==> config.mk <==
export PLATFORM = sky130hd
export DESIGN_NAME = instr_fetch
export DESIGN_NICKNAME = d
export VERILOG_FILES = /design/src/rtl/instr_fetch.sv
export SDC_FILE = /design/constraint.sdc
export NUM_CORES = 1
export LEC_CHECK = 0
export CAP_MARGIN = 20
export CORE_MARGIN = 2
export CORE_UTILIZATION = 45
export CTS_BUF_LIST = sky130_fd_sc_hd__clkbuf_4
export DETAILED_ROUTE_END_ITERATION = 7
export PLACE_DENSITY = 0.69
export RECOVER_POWER = 50
export SETUP_SLACK_MARGIN = 0.1
export SYNTH_ARGS = -nofsm -noshare
export SYNTH_HDL_FRONTEND = slang
export SYNTH_SLANG_ARGS = --single-unit
==> constraint.sdc <==
create_clock -name clk -period 5.3 [get_ports clk]
set_clock_uncertainty 0.1 [all_clocks]
set_input_delay 1.06 -clock clk [delete_from_list [all_inputs] [get_ports clk]]
set_output_delay 1.06 -clock clk [all_outputs]
set_load 0.02 [all_outputs]
==> src/rtl/instr_fetch.sv <==
// Instruction fetch unit: issues one word request per cycle under a credit limit.
// Responses land in a show-ahead prefetch FIFO that decode pops; redirects flush it.
module instr_fetch_chk #(
  parameter int DEPTH = 4,
  parameter int CW    = 3
) (
  input logic          clk,
  input logic          rst,
  input logic          push,
  input logic          pop,
  input logic [CW-1:0] count
);

  localparam logic [CW-1:0] FULL_C = CW'(DEPTH);

  // The credit rule must never let a response arrive at a full buffer
  a_no_overflow: assert property (@(posedge clk) disable iff (rst)
    !(push && (count == FULL_C)));

  a_no_underflow: assert property (@(posedge clk) disable iff (rst)
    !(pop && (count == {CW{1'b0}})));

  a_count_range: assert property (@(posedge clk) disable iff (rst)
    (count <= FULL_C));

endmodule

module instr_fetch #(
  parameter int ADDR_W = 5,
  parameter int DEPTH  = 4
) (
  input  logic                       clk,
  input  logic                       rst,
  output logic                       imem_req,
  output logic [ADDR_W-1:0]          imem_addr,
  input  logic                       imem_gnt,
  input  logic [31:0]                imem_rdata,
  input  logic                       redirect_valid,
  input  logic [ADDR_W-1:0]          redirect_addr,
  output logic                       instr_valid,
  input  logic                       instr_ready,
  output logic [31:0]                instr_data,
  output logic [ADDR_W-1:0]          instr_pc,
  output logic [$clog2(DEPTH+1)-1:0] count
);

  localparam int CW = $clog2(DEPTH+1);
  localparam int PW = $clog2(DEPTH);
  localparam logic [CW:0]   DEPTH_C  = (CW+1)'(DEPTH);
  localparam logic [PW-1:0] LAST_PTR = PW'(DEPTH-1);

  logic [ADDR_W-1:0] pc_r;
  logic [ADDR_W-1:0] inflight_addr_r;
  logic              inflight_r;
  logic [CW-1:0]     count_r;
  logic [PW-1:0]     rd_ptr_r;
  logic [PW-1:0]     wr_ptr_r;
  logic [31:0]       data_mem_r [DEPTH];
  logic [ADDR_W-1:0] pc_mem_r   [DEPTH];

  logic              req_s;
  logic              valid_s;
  logic              accept_s;
  logic              push_s;
  logic              pop_s;
  logic [CW:0]       credit_s;
  logic [CW-1:0]     count_nxt_s;

  function automatic logic [PW-1:0] ptr_inc(input logic [PW-1:0] p);
    if (p == LAST_PTR) begin
      return {PW{1'b0}};
    end else begin
      return p + PW'(1);
    end
  endfunction

  // Request gating: buffered entries plus the pending response consume credit
  always_comb begin
    credit_s = {1'b0, count_r} + {{CW{1'b0}}, inflight_r};
    if (rst || redirect_valid) begin
      req_s = 1'b0;
    end else if (credit_s < DEPTH_C) begin
      req_s = 1'b1;
    end else begin
      req_s = 1'b0;
    end
  end

  // Head is hidden from decode during reset and redirect cycles
  always_comb begin
    if (rst || redirect_valid) begin
      valid_s = 1'b0;
    end else begin
      valid_s = (count_r != {CW{1'b0}});
    end
  end

  assign accept_s = req_s & imem_gnt;
  assign push_s   = inflight_r & ~redirect_valid;
  assign pop_s    = valid_s & instr_ready;

  // Occupancy update for the push/pop combinations
  always_comb begin
    case ({push_s, pop_s})
      2'b10:   count_nxt_s = count_r + CW'(1);
      2'b01:   count_nxt_s = count_r - CW'(1);
      default: count_nxt_s = count_r;
    endcase
  end

  // Program counter and the single outstanding response tracker
  always_ff @(posedge clk) begin
    if (rst) begin
      pc_r            <= {ADDR_W{1'b0}};
      inflight_r      <= 1'b0;
      inflight_addr_r <= {ADDR_W{1'b0}};
    end else if (redirect_valid) begin
      pc_r       <= redirect_addr;
      inflight_r <= 1'b0;
    end else begin
      inflight_r <= accept_s;
      if (accept_s) begin
        pc_r            <= pc_r + ADDR_W'(1);
        inflight_addr_r <= pc_r;
      end
    end
  end

  // FIFO pointers and occupancy; a redirect empties the buffer
  always_ff @(posedge clk) begin
    if (rst || redirect_valid) begin
      count_r  <= {CW{1'b0}};
      rd_ptr_r <= {PW{1'b0}};
      wr_ptr_r <= {PW{1'b0}};
    end else begin
      count_r <= count_nxt_s;
      if (push_s) begin
        wr_ptr_r <= ptr_inc(wr_ptr_r);
      end
      if (pop_s) begin
        rd_ptr_r <= ptr_inc(rd_ptr_r);
      end
    end
  end

  // Entry storage, written only when a response is kept
  always_ff @(posedge clk) begin
    if (push_s && !rst) begin
      data_mem_r[wr_ptr_r] <= imem_rdata;
      pc_mem_r[wr_ptr_r]   <= inflight_addr_r;
    end
  end

  assign imem_req    = req_s;
  assign imem_addr   = pc_r;
  assign instr_valid = valid_s;
  assign instr_data  = data_mem_r[rd_ptr_r];
  assign instr_pc    = pc_mem_r[rd_ptr_r];
  assign count       = count_r;

  instr_fetch_chk #(.DEPTH(DEPTH), .CW(CW)) u_chk (
    .clk   (clk),
    .rst   (rst),
    .push  (push_s),
    .pop   (pop_s),
    .count (count_r)
  );

endmodule
==> flow_metrics.py <==
metrics = {
    "outcome": {
        "status": "finished, violations left",
        "violations": "capacitance limit, slew limit",
    },
    "synth": {
        "syn-instance-count": 310,
        "syn_area_per_cell_um2": 20.5,
        "yosysSeqAreaShare_pct": 76.1,
        "synth_most_common_cell": "edfxtp_1",
        "synth_seq_cells": 168,
        "synth_flop_cell": "edfxtp_1",
        "netlist_area_um2": 6370,
        "ys_top_cells_by_count": "edfxtp_1 (148), mux4_2 (37), dfxtp_1 (20)",
        "synth-async-reset-ratio_pct": 0,
        "netlist_top_cells_area": "edfxtp_1 (70%), mux4_2 (13%), dfxtp_1 (6.3%)",
        "synth_edf_count": 148,
        "yosys_warnings": 0,
        "yosysTopAreaCell": "edfxtp_1",
        "yosysTopAreaCellShare_pct": 69.8,
        "synth_cell_types": 38,
        "syn_nets": 360,
    },
    "place": {
        "post-dp-hpwl_mm": 6.43,
        "dp_slack_ns": 1.06,
        "placed_cell_area_um2": 7400,
        "place.gp.congestion": 0.804,
        "io_buffers": 88,
        "dp_cells": 564,
    },
    "floorplan": {
        "initial_utilization_pct": 46.0,
        "io_pins": 89,
        "die_w_um": 123,
        "fp.dieH_um": 123,
        "core_area_um2": 13800,
        "fp-row-count": 43,
        "dieArea_um2": 15100,
    },
    "hold_path": {
        "hp-class": "reg2reg",
        "holdPathEnd": "pc_mem_r[2][3]",
        "holdPathStages": 0,
        "holdCritStartpoint": "inflight_addr_r[3]",
    },
    "worst_setup_path": {
        "required_ns": 4.14,
        "reg2reg_depth": 3,
        "critPathLaunch": "rst",
        "critical_path_class": "in2out",
        "arrival_ns": 3.05,
        "cp_max_fo": 15,
        "regToRegSetupSlack_ns": 2.71,
        "cpPeakStageDelay_ns": 0.72,
        "crit_chain": "dlygate4sd3_1 > or2_0 > nor3_1 > clkdlybuf4s50_1",
        "timing.rr.start": "wr_ptr_r[0]",
        "start_kind": "input port",
        "r2r-end": "data_mem_r[2][29]",
        "crit_slowest_cell": "dlygate4sd3_1",
        "worst-path-buf-inv": 2,
        "cpLargestDelayFamily": "buffers and inverters",
        "critPathCaptureType": "output pin",
    },
    "global_routing": {
        "grt_max_degree": 38,
        "grt_usage_pct": 15.6,
        "antenna_found_initial": 0,
        "gr-total-overflow": 0,
        "first_global_vias": 3245,
        "grt_pass1_wl_mm": 17.0,
    },
    "detailed_routing": {
        "wirelength_mm": 10.8,
        "route.vias.total": 3139,
        "viasPerCell": 5.27,
        "wl_per_cell_um": 18.1,
        "dr.pass1.iters": 4,
        "drt_first_iter_violations": 303,
        "drc_errors": 0,
        "drtAntennaViolNets": 0,
    },
    "clock_tree": {
        "clk_pin_slew_ns": 0.13,
        "cts-root-buf": "clkbuf_4",
        "cts_hold_buf": 0,
        "cts_post_setup_buffers_inserted": 0,
        "clk_latency_ns": 0.53,
        "cts_tree": "done",
        "cts_sinks": 168,
        "cts_buffers": 17,
        "cts.path.max_buffers": 2,
        "htreeDepth": 4,
        "cts_resized": 0,
    },
    "timing": {
        "worst_slack_ns": 1.09,
        "hold_viol_final": 0,
        "max_freq_mhz": 238,
        "tightest_slew_ns": 1.94,
        "min_period_ns": 4.21,
        "maxSlewHeadroom_pct": -29.5,
        "slew_viol_final": 38,
        "setup_viol_count_final": 0,
        "rsz0062_at_grt": "no",
        "min_period_over_period_pct": 79.4,
        "fin_setup_tns_ns": 0,
    },
    "cells_and_area": {
        "synthToLayoutAreaGrowth_pct": 20.4,
        "final_cells": 596,
        "nets": 453,
        "drive_gt1_share_pct": 17.8,
        "diodes": 0,
        "fillers": 1075,
        "final_cell_area_um2": 7670,
    },
    "power": {
        "switching_share_pct": 21.3,
        "p_clk_share_pct": 31.8,
        "max-vdd-ir-drop_mv": 0.130,
        "combPwrFrac_pct": 3.7,
        "leakage_nw": 2.39,
        "power_frac_seq_pct": 64.5,
        "power.total_mw": 2.25,
        "power_density_nw_per_um2": 293,
        "switchingPower_uw": 479,
        "internal-power_mw": 1.77,
    },
    "flow_run": {
        "drv_cap": 1,
    },
}
## cells in the final DEF, fill, tap and decap left out, types with 5 or more instances in the layout
master,instances
inv_1,9
a21oi_1,9
ha_1,7
edfxtp_1,148
nor2_1,9
nand3_1,8
dlygate4sd3_1,41
mux4_2,37
o211ai_1,5
clkbuf_4,17
o21ai_0,7
dfxtp_1,18
clkdlybuf4s50_1,47
## state kept, by name, indices dropped and copies added (netlist names), named ones only
signal and cells:
count 3, data_mem_r 128, imem_addr 5, inflight_addr_r 5
inflight_r 1, pc_mem_r 20, rd_ptr_r 2, wr_ptr_r 2
## per-layer routing
| metal | vias up | global-route usage (%) | routed length [um] |
|---|---|---|---|
| met5 | - | 0 | 0 |
| met2 | 103 | 24.4 | 5330 |
| li1 | 1455 | - | - |
| met3 | 11 | 5.58 | 813 |
| met4 | 0 | 5.68 | 119 |
| met1 | 1570 | 20.3 | 4540 |
## worst max-delay path by stage
stage,to,cells past startpoint
3_3_place_gp,imem_req,4
2_1_floorplan,count[2],10
3_5_place_dp,count[2],10
4_1_cts,imem_req,4
5_1_grt,imem_req,4
6_report,imem_req,4
## cell families (layout without fill, tap and decap cells)
| kind of cell | count (synthesis) | count (layout) | synth area share [%] |
|---|---|---|---|
| flops | 168 | 168 | 76.1 |
| mux | 40 | 40 | 13.6 |
| buf+inv | 24 | 130 | 1.85 |
| fa+ha+maj | 8 | 8 | 1.69 |
| simple gates | 42 | 42 | 3.99 |
| compound gates | 25 | 25 | 2.38 |
| xor+xnor | 3 | 3 | 0.413 |
## power by group through the flow
stage / Combinational (mW) / Clock, mW / Sequential (mW)
4_1_cts: 0.0915 / 0.737 / 1.45
3_5_place_dp: 0.0908 / 0 / 1.48
5_1_grt: 0.0910 / 0.791 / 1.45
6_report: 0.0831 / 0.714 / 1.45
3_3_place_gp: 0.0880 / 0 / 1.48
2_1_floorplan: 0.0301 / 0 / 1.48
## metrics by stage
step                      utilization [%]  hold slack (ns)
final                                55.4            0.423
after global placement               53.5            0.373
after global routing                 55.4            0.440
after CTS                            55.6            0.423
after detailed placement             53.5            0.392
after floorplan                         -            0.354
## layout make-up
class	instances	area [um2]	area share [%]
tap	180	225	2.94
clock buffer	17	128	1.66
multi-input combinational	118	1390	18.2
timing repair buffer	89	888	11.6
sequential	168	4850	63.2
clock inverter	15	151	1.97
inverter	9	33.8	0.441
No activity file was read; power rests on OpenSTA's default activity.
